$ cat src/rtl/id_exe_pipe_reg.sv
// ID/EXE pipeline register with load-use detection and registered forward selects.
// Optional: define HAZ_STALL_CNT_EN to add the saturating stall_cnt output.
module id_exe_pipe_reg #(
  parameter int DATA_W   = 32,
  parameter int REG_AW   = 5,
  parameter int ALU_OP_W = 4
) (
  input  logic                clk,
  input  logic                rst_n,
  input  logic                id_valid,
  input  logic [DATA_W-1:0]   id_rs_val,
  input  logic [DATA_W-1:0]   id_rt_val,
  input  logic [DATA_W-1:0]   id_imm,
  input  logic [REG_AW-1:0]   id_rs,
  input  logic [REG_AW-1:0]   id_rt,
  input  logic [REG_AW-1:0]   id_dest,
  input  logic                id_uses_rt,
  input  logic                id_reg_write,
  input  logic                id_mem_read,
  input  logic                id_mem_write,
  input  logic                id_alu_src,
  input  logic [ALU_OP_W-1:0] id_alu_op,
  input  logic [REG_AW-1:0]   mem_dest,
  input  logic                mem_reg_write,
  input  logic                flush,
  output logic                ex_valid,
  output logic [DATA_W-1:0]   ex_rs_val,
  output logic [DATA_W-1:0]   ex_rt_val,
  output logic [DATA_W-1:0]   ex_imm,
  output logic [REG_AW-1:0]   ex_rt,
  output logic [REG_AW-1:0]   ex_dest,
  output logic                ex_reg_write,
  output logic                ex_mem_read,
  output logic                ex_mem_write,
  output logic                ex_alu_src,
  output logic [ALU_OP_W-1:0] ex_alu_op,
  output logic [1:0]          forward_op1,
  output logic [1:0]          forward_op2,
  output logic                stall
`ifdef HAZ_STALL_CNT_EN
  ,
  output logic [31:0]         stall_cnt
`endif
);

  typedef struct packed {
    logic                valid;
    logic [DATA_W-1:0]   rs_val;
    logic [DATA_W-1:0]   rt_val;
    logic [DATA_W-1:0]   imm;
    logic [REG_AW-1:0]   rt;
    logic [REG_AW-1:0]   dest;
    logic                reg_write;
    logic                mem_read;
    logic                mem_write;
    logic                alu_src;
    logic [ALU_OP_W-1:0] alu_op;
    logic [1:0]          fwd1;
    logic [1:0]          fwd2;
  } ex_t;

  ex_t  q;
  ex_t  d;
  logic load_use;
  logic bubble;
  logic ex_wr;

  // EXE/MEM producer (one stage ahead) beats MEM/WB producer.
  function automatic logic [1:0] fwd_sel(
    input logic [REG_AW-1:0] src,
    input logic              exe_wr,
    input logic [REG_AW-1:0] exe_d,
    input logic              mwr,
    input logic [REG_AW-1:0] md
  );
    logic [1:0] sel;
    sel = 2'd0;
    priority case (1'b1)
      (src == '0):           sel = 2'd0;
      (exe_wr && exe_d == src): sel = 2'd2;
      (mwr && md == src):    sel = 2'd1;
      default:               sel = 2'd0;
    endcase
    return sel;
  endfunction

  assign ex_wr = q.valid & q.reg_write;

  always_comb begin
    load_use = q.valid & q.mem_read
             & (q.dest != '0) & id_valid
             & ((q.dest == id_rs)
               | (id_uses_rt & (q.dest == id_rt)));
  end

  assign stall  = load_use & ~flush;
  assign bubble = flush | load_use | ~id_valid;

  always_comb begin
    d = '0;
    if (!bubble) begin
      d.valid     = 1'b1;
      d.rs_val    = id_rs_val;
      d.rt_val    = id_rt_val;
      d.imm       = id_imm;
      d.rt        = id_rt;
      d.dest      = id_dest;
      d.reg_write = id_reg_write;
      d.mem_read  = id_mem_read;
      d.mem_write = id_mem_write;
      d.alu_src   = id_alu_src;
      d.alu_op    = id_alu_op;
      d.fwd1 = fwd_sel(id_rs, ex_wr, q.dest,
                       mem_reg_write, mem_dest);
      d.fwd2 = fwd_sel(id_rt, ex_wr, q.dest,
                       mem_reg_write, mem_dest);
    end
  end

  always_ff @(posedge clk) begin
    if (!rst_n) q <= '0;
    else        q <= d;
  end

  assign ex_valid     = q.valid;
  assign ex_rs_val    = q.rs_val;
  assign ex_rt_val    = q.rt_val;
  assign ex_imm       = q.imm;
  assign ex_rt        = q.rt;
  assign ex_dest      = q.dest;
  assign ex_reg_write = q.reg_write;
  assign ex_mem_read  = q.mem_read;
  assign ex_mem_write = q.mem_write;
  assign ex_alu_src   = q.alu_src;
  assign ex_alu_op    = q.alu_op;
  assign forward_op1  = q.fwd1;
  assign forward_op2  = q.fwd2;

`ifdef HAZ_STALL_CNT_EN
  always_ff @(posedge clk) begin
    if (!rst_n)
      stall_cnt <= '0;
    else if (stall && stall_cnt != 32'hFFFF_FFFF)
      stall_cnt <= stall_cnt + 32'd1;
  end
`endif

endmodule
$ cat config.mk
export PLATFORM = sky130hd
export DESIGN_NAME = id_exe_pipe_reg
export DESIGN_NICKNAME = d
export VERILOG_FILES = /design/src/rtl/id_exe_pipe_reg.sv
export SDC_FILE = /design/constraint.sdc
export NUM_CORES = 1
export LEC_CHECK = 0
export BUFFER_PORTS_ARGS = -buffer_cell sky130_fd_sc_hd__buf_2
export CORE_MARGIN = 2
export CORE_UTILIZATION = 46
export CTS_BUF_LIST = sky130_fd_sc_hd__clkbuf_4
export DETAILED_ROUTE_END_ITERATION = 6
export HOLD_SLACK_MARGIN = 0.08
export PLACE_DENSITY = 0.95
export SLEW_MARGIN = 5
export SYNTH_ARGS = -nofsm -noshare
export SYNTH_HDL_FRONTEND = slang
export SYNTH_SLANG_ARGS = --single-unit
$ cat constraint.sdc
create_clock -name clk -period 2.42 [get_ports clk]
set_input_delay 0.484 -clock clk [delete_from_list [all_inputs] [get_ports clk]]
set_output_delay 0.484 -clock clk [all_outputs]
set_load 0.02 [all_outputs]
==> impl_metrics.csv, run 1 <==
group,metric,value,unit
status,status,"finished clean",
cells_and_area,fin_util,0.663,
drt,dr.pass1.iters,4,
worst_setup_path,worst-path-buf-inv,1,
sta,max_freq,435,MHz
logic_synthesis,syn-cell-area,4110,sq um
global_routing,grt_pass1_vias,3733,
drt,drt_wl_total,11000,microns
cells_and_area,drive_above_1_share,0.493,
logic_synthesis,avgSynthCellArea,9.43,sq um
run,drv_cap,0,
global_routing,gr-usage-all-layers,0.217,
worst_setup_path,worstSetupStartpointType,"flip-flop",
clock_network,hold_buffers,0,
sta,setup_viol,0,
logic_synthesis,synth-seq-cells,119,
floorplan,ios,250,
cells_and_area,diodes,0,
power,combinationalPowerShare,0.098,
floorplan,fp.dieH,98.5,microns
clock_network,cts_tree,"done",
worst_setup_path,crit_arrival,1.82,ns
sta,fin_crit,2.30,ns
logic_synthesis,syn_nets,566,
worst_setup_path,path_class,"flip-flop to output port",
worst_setup_path,worstPathRequired,1.94,ns
power,leakage,2.84,nW
clock_network,root_buffer,"clkbuf_4",
sta,finalHoldViolCount,0,
sta,timing.slew.headroom,0.574,
clock_network,ctsLongestPathBuffers,2,
power,power_switching,0.000963,W
drt,drcViolationCount,0,
global_routing,grt_max_degree,119,
cells_and_area,fin_cells,795,
logic_synthesis,synth_warnings,0,
sta,fin_ws,0.121,ns
worst_setup_path,crit_path_end_kind,"output port",
drt,antenna_left,0,
drt,num_vias,3871,
global_routing,grt_pass1_wl,17000,microns
worst_setup_path,critPathMaxStageDelay,0.37,ns
power,clock_power_share,0.390,
place,dp_cells,760,
place,pre_cts_ws,0.311,ns
cells_and_area,area_growth,40.1,%
place,place_congestion,0.914,
place,dpl.hpwl,7860,microns
floorplan,chipWidth,98.5,microns
global_routing,antenna_found_initial,0,
cells_and_area,fillers,654,
hold_path,hp-class,"input pin to flip-flop",
power,switching_share,0.244,
worst_setup_path,cpMostUsedCell,"nor3_2",
sta,finClkSkew,0.0216,ns
clock_network,clkTransAtPathRegs,0.12,ns
worst_setup_path,worstPathCellList,"xor2_1 > nor3_2 > a32oi_2 > nor3_2 > buf_4",
clock_network,htreeDepth,4,
global_routing,grt-ovfl-total,0,
clock_network,cts.sinks,119,
sta,worst_slew_pin_slew,0.639,ns
logic_synthesis,ys_types,25,
drt,drt_iter0_drc,125,
worst_setup_path,path_delay_family,"simple AND/OR/NAND/NOR gates",
worst_setup_path,slowest_stage,"dfxtp_1",
power,power.internal,0.00299,W
floorplan,start_util,0.474,
drt,drt-wirelength-per-cell,13.8,microns
sta,hold_ws,0.209,ns
floorplan,die_area,9710,sq um
logic_synthesis,yosysSeqAreaShare,0.580,
sta,timing.final.crit_share,0.950,
cells_and_area,fin_nets,804,
power,p_per_area,687,nW/um^2
worst_setup_path,crit_fanout,4,
clock_network,clk_latency,0.47,ns
floorplan,placementRows,34,
place,portBuffers,249,
drt,vias_per_cell,4.87,
logic_synthesis,syn_inst,436,
clock_network,cts-buffers-inserted,17,
power,ir_drop,501,uV
sta,drv_slew,0,
power,p_seq_frac,0.512,
floorplan,core_area,8680,sq um
per-stage QoR:
step	power (W)	TNS (ns)	cell area, sq um
after detailed placement	0.00245	0	5390
after CTS	0.00399	0	5720
after floorplan	0.00226	0	4110
after global routing	0.00413	-0.00701	5760
final	0.00396	0	5760
after global placement	0.00244	0	5390
sequential cells by signal, indices dropped and copies added, names as in the netlist, 2 cells and up:
| name | flops |
|---|---|
| ex_imm | 32 |
| forward_op2 | 2 |
| ex_rt_val | 32 |
| ex_rt | 5 |
| ex_alu_op | 4 |
| forward_op1 | 2 |
| ex_rs_val | 32 |
| ex_dest | 5 |
cell type report:
type	count	area (sq um)	area share
Tap cell	108	135	0.0235
Multi-Input combinational cell	278	1570	0.273
Clock inverter	14	183	0.0317
Inverter	1	3.75	0.000652
Clock buffer	18	135	0.0235
Timing Repair Buffer	257	1350	0.234
Sequential cell	119	2380	0.414
cell families (layout without fill, tap and decap cells):
group | after synthesis | count (layout) | share of synthesized area
buffers and inverters | 39 | 290 | 0.0502
DFF | 119 | 119 | 0.580
AOI/OAI and AO/OA | 122 | 122 | 0.193
xor gates and xnor gates | 20 | 20 | 0.0426
and+or+nand+nor | 136 | 136 | 0.135
cells in the mapped netlist:
cell	n	area share
a2111oi_2	1	0.0037
nand3_1	2	0.0024
buf_6	6	0.016
dfxtp_1	119	0.58
clkbuf_1	20	0.018
nand4_1	3	0.0046
o2111a_1	1	0.0027
nor3_2	1	0.0024
or2_2	1	0.0015
nand2_1	115	0.11
o21ai_0	1	0.0012
a32o_1	1	0.0024
a211oi_2	1	0.0030
nor2_1	5	0.0046
nor3_1	3	0.0037
nor4_1	3	0.0046
xnor2_1	4	0.0085
or4_1	2	0.0037
a21oi_1	76	0.093
a21oi_2	40	0.085
buf_2	12	0.015
a32oi_1	1	0.0021
inv_1	1	0.00091
xor2_1	16	0.034
and4_1	1	0.0021
placed cells by master, fill, tap and decap left out, types with 3 or more instances in the layout:
| master | n |
|---|---|
| clkbuf_4 | 18 |
| clkinv_2 | 3 |
| xnor2_1 | 4 |
| buf_12 | 3 |
| nor3_2 | 3 |
| bufinv_16 | 4 |
| nand4_1 | 3 |
| buf_2 | 248 |
| a21oi_2 | 40 |
| nand2_1 | 115 |
| nor2_1 | 3 |
| a21oi_1 | 75 |
| buf_4 | 6 |
| dfxtp_1 | 118 |
| xor2_1 | 16 |
| nor4_1 | 3 |
| clkinvlp_4 | 3 |
worst paths after layout:
kind / start / endpoint / slack [ns] / depth (start not counted)
worst min-delay path: id_rs_val[13] / ex_rs_val[13] / 0.21 / 3
worst max register to register: ex_dest[1] / ex_alu_op[3] / 0.49 / 6
worst min register to register: ex_reg_write / forward_op2[1] / 0.53 / 2
worst max-delay path: ex_dest[1] / stall / 0.12 / 5
metal layers:
metal  up-vias  global-route usage  wire, microns
met5         -                   0              0
met4         0              0.0780            138
met3        12              0.0794            940
met2       190               0.379           5710
met1      1743               0.244           4210
li1       1926                   -              -
timing repair:
action,CTS,global route
setup endpoints to repair,1,1
resized for setup,1,5
cloned,0,0
buffers inserted,0,3
pin swaps,1,3
power by group through the flow:
stage / clock (W) / sequential (W) / combinational [W]
detailed placement: 0 / 0.00207 / 0.000379
floorplan: 0 / 0.00214 / 0.000126
global placement: 0 / 0.00207 / 0.000370
global route: 0.00168 / 0.00203 / 0.000419
finish: 0.00154 / 0.00203 / 0.000387
CTS: 0.00158 / 0.00203 / 0.000381
worst min-delay path, delay by kind of cell:
family                 cells  cell delay, ns
AOI/OAI and AO/OA          1            0.03
buffers and inverters      1            0.09
and+or+nand+nor            1            0.04
Power figures use the tool's default switching activity.
==> run 2, diff against run 1 <==
CORE_UTILIZATION = 44   (was 46)
PLACE_DENSITY = 0.92   (was 0.95)
clock period = 2.3 ns   (was 2.42 ns; I/O delays follow)
==> impl_metrics.csv, run 2 (same netlist as run 1, synthesis figures left out) <==
group,metric,value,unit
status,status,"finished clean",
worst_setup_path,worstSetupStartpointType,"flip-flop",
drt,antenna_left,0,
place,portBuffers,249,
cells_and_area,fillers,777,
place,dp_cells,764,
power,switching_share,0.256,
power,p_seq_frac,0.517,
worst_setup_path,path_class,"flip-flop to output port",
power,power_switching,0.00106,W
floorplan,core_area,9150,sq um
drt,drt_wl_total,10900,microns
clock_network,cts-buffers-inserted,17,
power,combinationalPowerShare,0.099,
worst_setup_path,crit_path_end_kind,"output port",
floorplan,start_util,0.449,
sta,timing.final.crit_share,0.949,
sta,finalHoldViolCount,0,
sta,setup_viol,0,
global_routing,grt_pass1_wl,16700,microns
clock_network,hold_buffers,0,
clock_network,root_buffer,"clkbuf_4",
floorplan,placementRows,35,
floorplan,fp.dieH,101,microns
power,leakage,2.84,nW
floorplan,die_area,10100,sq um
place,pre_cts_ws,0.245,ns
drt,dr_wl_met2,5550,microns
cells_and_area,fin_cells,799,
drt,dr.pass1.iters,4,
sta,fin_crit,2.18,ns
worst_setup_path,crit_fanout,4,
cells_and_area,fin_nets,805,
power,ir_drop,514,uV
power,p_per_area,715,nW/um^2
global_routing,grt-ovfl-total,0,
clock_network,ctsLongestPathBuffers,2,
worst_setup_path,crit_arrival,1.72,ns
place,dpl.hpwl,7800,microns
power,power.total,0.00412,W
cells_and_area,layout_common_cells,"buf_2, nand2_1, dfxtp_1",
global_routing,antenna_found_initial,0,
drt,num_vias,3857,
floorplan,chipWidth,101,microns
cells_and_area,diodes,0,
drt,drcViolationCount,0,
cells_and_area,fin_util,0.629,
clock_network,htreeDepth,4,
cells_and_area,drive_above_1_share,0.499,
global_routing,grt_max_degree,119,
drt,vias_per_cell,4.83,
hold_path,hp-class,"input pin to flip-flop",
sta,fin_ws,0.118,ns
drt,wl_met3,845,microns
drt,top_layer,"met4",
sta,drv_slew,0,
cells_and_area,area_growth,40.2,%
sta,rsz0062_at_grt,"yes",
clock_network,clkTransAtPathRegs,0.12,ns
place,place_congestion,0.865,
clock_network,cts_tree,"done",
power,clock_power_share,0.384,
sta,finClkSkew,0.0177,ns
cells_and_area,layout_commonest_cell,"buf_2",
clock_network,clk_latency,0.46,ns
power,power.internal,0.00306,W
sta,timing.slew.headroom,0.592,
run,drv_cap,0,
floorplan,ios,250,
global_routing,grt_pass1_vias,3704,
drt,drt_iter0_drc,135,
drt,drt-wirelength-per-cell,13.6,microns
sta,worst_slew_pin_slew,0.611,ns
global_routing,gr-usage-all-layers,0.206,
worst_setup_path,worstPathRequired,1.84,ns
clock_network,cts.sinks,119,
sta,max_freq,458,MHz
drt,drt-met1-wl,4390,microns
[run 2: changes by cell type in the layout (fill, tap and decap cells not counted), sizes merged]
cell and delta:
inv +3, buf +1, bufinv -1, clkinv -1, clkinvlp -1
[run 2: what timing repair did]
item                       CTS  global route
setup endpoints to repair    1             1
resized for setup            3             5
pin swaps                    1             6
hold endpoints to repair     0             0
buffers inserted             1             2
[run 2: cell type report]
class	instances	area (sq um)	share of cell area
flip-flops and latches	119	2390	0.415
multi-input cells	278	1570	0.272
repair buffers	258	1350	0.235
clock inverters	14	175	0.0304
well taps	111	139	0.0241
clock buffers	18	135	0.0235
inverters	1	3.75	0.000652
[run 2: power by group through the flow]
stage / Clock [W] / Combinational (W) / Sequential (W)
after floorplan: 0 / 0.000132 / 0.00225
after global placement: 0 / 0.000392 / 0.00218
after detailed placement: 0 / 0.000401 / 0.00218
after CTS: 0.00164 / 0.000406 / 0.00213
after global routing: 0.00174 / 0.000443 / 0.00214
final: 0.00158 / 0.000409 / 0.00213
[run 2: through the flow]
stage / setup TNS, ns / instance area [sq um] / hold WS, ns
floorplan: 0 / 4110 / 0.563
global placement: 0 / 5410 / 0.543
detailed placement: 0 / 5410 / 0.533
CTS: 0 / 5730 / 0.122
global route: -0.0665 / 5760 / 0.119
finish: 0 / 5760 / 0.193
[run 2: final timing paths]
kind,start,end,slack (ns),depth (start not counted)
max,ex_dest[4],stall,0.12,5
min,id_imm[5],ex_imm[5],0.19,3
min reg2reg,ex_reg_write,forward_op2[1],0.55,2
max reg2reg,ex_dest[1],ex_mem_read,0.48,6
[run 2: critical path, cell delays in order, from the launching register on]
cell and delay (ns):
dfxtp_1 0.37, xor2_1 0.19, nor3_2 0.22, a32oi_1 0.10, nor3_1 0.19, buf_2 0.19
[run 2: routing by layer]
layer / global-route usage / up-vias
met5: 0 / -
met4: 0.0906 / 0
met3: 0.0721 / 10
met2: 0.347 / 175
met1: 0.234 / 1752
li1: - / 1920
==> run 3, diff against run 2 <==
CORE_MARGIN = not set   (was 2)
CORE_UTILIZATION = 23   (was 44)
GPL_TIMING_DRIVEN = 0   (was not set)
PLACE_DENSITY = 0.59   (was 0.92)
==> impl_metrics.csv, run 3 (same netlist as run 1, synthesis figures left out) <==
group,metric,value,unit
sta,worst_slew_pin_slew,0.780,ns
worst_setup_path,worstSetupStartpointType,"flip-flop",
place,dpl.hpwl,9900,microns
power,ir_drop,370,uV
power,p_per_area,676,nW/um^2
floorplan,chipWidth,136,microns
cells_and_area,layout_commonest_cell,"buf_2",
global_routing,gr-usage-all-layers,0.145,
clock_network,clk_latency,0.51,ns
drt,num_vias,4000,
sta,finalHoldViolCount,0,
place,portBuffers,249,
hold_path,hp-class,"input pin to flip-flop",
drt,drt_iter0_drc,110,
worst_setup_path,path_class,"flip-flop to output port",
sta,timing.final.crit_share,0.975,
sta,setup_viol,0,
floorplan,placementRows,48,
cells_and_area,drive_above_1_share,0.492,
clock_network,cts_tree,"done",
cells_and_area,area_growth,48.7,%
clock_network,clkTransAtPathRegs,0.11,ns
sta,drv_slew,0,
floorplan,start_util,0.237,
floorplan,core_area,17400,sq um
place,pre_cts_ws,-0.351,ns
sta,fin_crit,2.24,ns
run,drv_cap,0,
power,leakage,2.98,nW
floorplan,die_area,18400,sq um
sta,rsz0062_at_grt,"yes",
status,status,"finished clean",
clock_network,root_buffer,"clkbuf_4",
cells_and_area,layout_common_cells,"buf_2, nand2_1, dfxtp_1",
sta,max_freq,446,MHz
drt,drt_wl_total,13400,microns
cells_and_area,fin_nets,850,
worst_setup_path,crit_arrival,1.78,ns
drt,antenna_left,0,
sta,timing.slew.headroom,0.478,
global_routing,grt_max_degree,17,
floorplan,fp.dieH,136,microns
floorplan,ios,250,
sta,finClkSkew,0.0125,ns
worst_setup_path,worstPathRequired,1.84,ns
cells_and_area,diodes,0,
clock_network,cts-buffers-inserted,17,
worst_setup_path,crit_path_end_kind,"output port",
global_routing,grt-ovfl-total,0,
global_routing,grt_pass1_vias,3858,
place,place_congestion,0.809,
sta,fin_ws,0.0573,ns
drt,vias_per_cell,4.18,
drt,drcViolationCount,0,
worst_setup_path,crit_fanout,4,
clock_network,ctsLongestPathBuffers,2,
global_routing,grt_pass1_wl,19900,microns
drt,dr.pass1.iters,4,
global_routing,antenna_found_initial,1,
cells_and_area,fin_cells,958,
clock_network,htreeDepth,4,
sta,tns,0,ns
drt,drt-wirelength-per-cell,14.0,microns
place,dp_cells,910,
clock_network,cts.sinks,119,
[run 3: cell count changes in the layout (fill, tap and decap cells not counted), moves of 3 or more]
cell           change
buf_12             -3
buf_2             +11
buf_4              +3
buf_6              +6
clkbuf_1          +19
clkinv_2           +4
clkinv_4           -3
dfxtp_2            +3
dlygate4sd3_1      +8
inv_6              -3
[run 3: through the flow]
step	utilization	power [W]	instance area, sq um	hold slack (ns)
2_1_floorplan	-	0.00238	4110	0.563
3_3_place_gp	0.325	0.00259	5640	0.516
3_5_place_dp	0.325	0.00259	5640	0.525
4_1_cts	0.346	0.00418	6010	0.0805
5_1_grt	0.352	0.00434	6110	0.0806
6_report	0.352	0.00413	6110	0.148
[run 3: path summary, 6_finish.rpt]
kind | startpoint | to | slack, ns | cells past startpoint
setup / recovery | ex_dest[0] | stall | 0.06 | 5
hold / removal | id_rs_val[28] | ex_rs_val[28] | 0.15 | 3
hold reg to reg | ex_reg_write | forward_op2[1] | 0.53 | 2
setup reg to reg | ex_dest[0] | ex_imm[21] | 0.09 | 12
[run 3: layout make-up]
class	instances	area (sq um)
fillers	1844	11200
flip-flops and latches	119	2390
multi-input cells	278	1550
repair buffers	265	1390
well taps	225	282
plain buffers	38	213
clock inverters	15	161
clock buffers	17	128
inverters	1	3.75
[run 3: report_power, final]
part	internal (W)	total (W)	switching [W]
logic	0.000189	0.000436	0.000247
clock network	0.000736	0.00156	0.000825
registers	0.00211	0.00213	0.0000172
[run 3: worst max-delay path: stages (launching register included)]
cell and delay, ns:
dfxtp_2 0.37, xor2_1 0.17, nor3_2 0.25, a32oi_2 0.17, nor3_2 0.14, buf_4 0.17
[run 3: per-layer routing]
layer  up-vias  routed length, microns  share of wire  GRT usage
met2       167                    6380           0.48      0.242
li1       2014                       -              -          -
met1      1804                    5600           0.42      0.163
met4         2                     159          0.012     0.0462
met3        13                    1220          0.091     0.0643
met5         -                      13        0.00097          0
[run 3: repair_timing]
| item | in CTS | in global routing |
|---|---|---|
| hold buffers | 1 | 7 |
| endpoints found under the setup margin | 1 | 2 |
| gates resized for setup | 11 | 4 |
| pin swaps | 2 | 3 |
| hold endpoints to repair | 1 | 7 |
| buffers inserted | 6 | 2 |
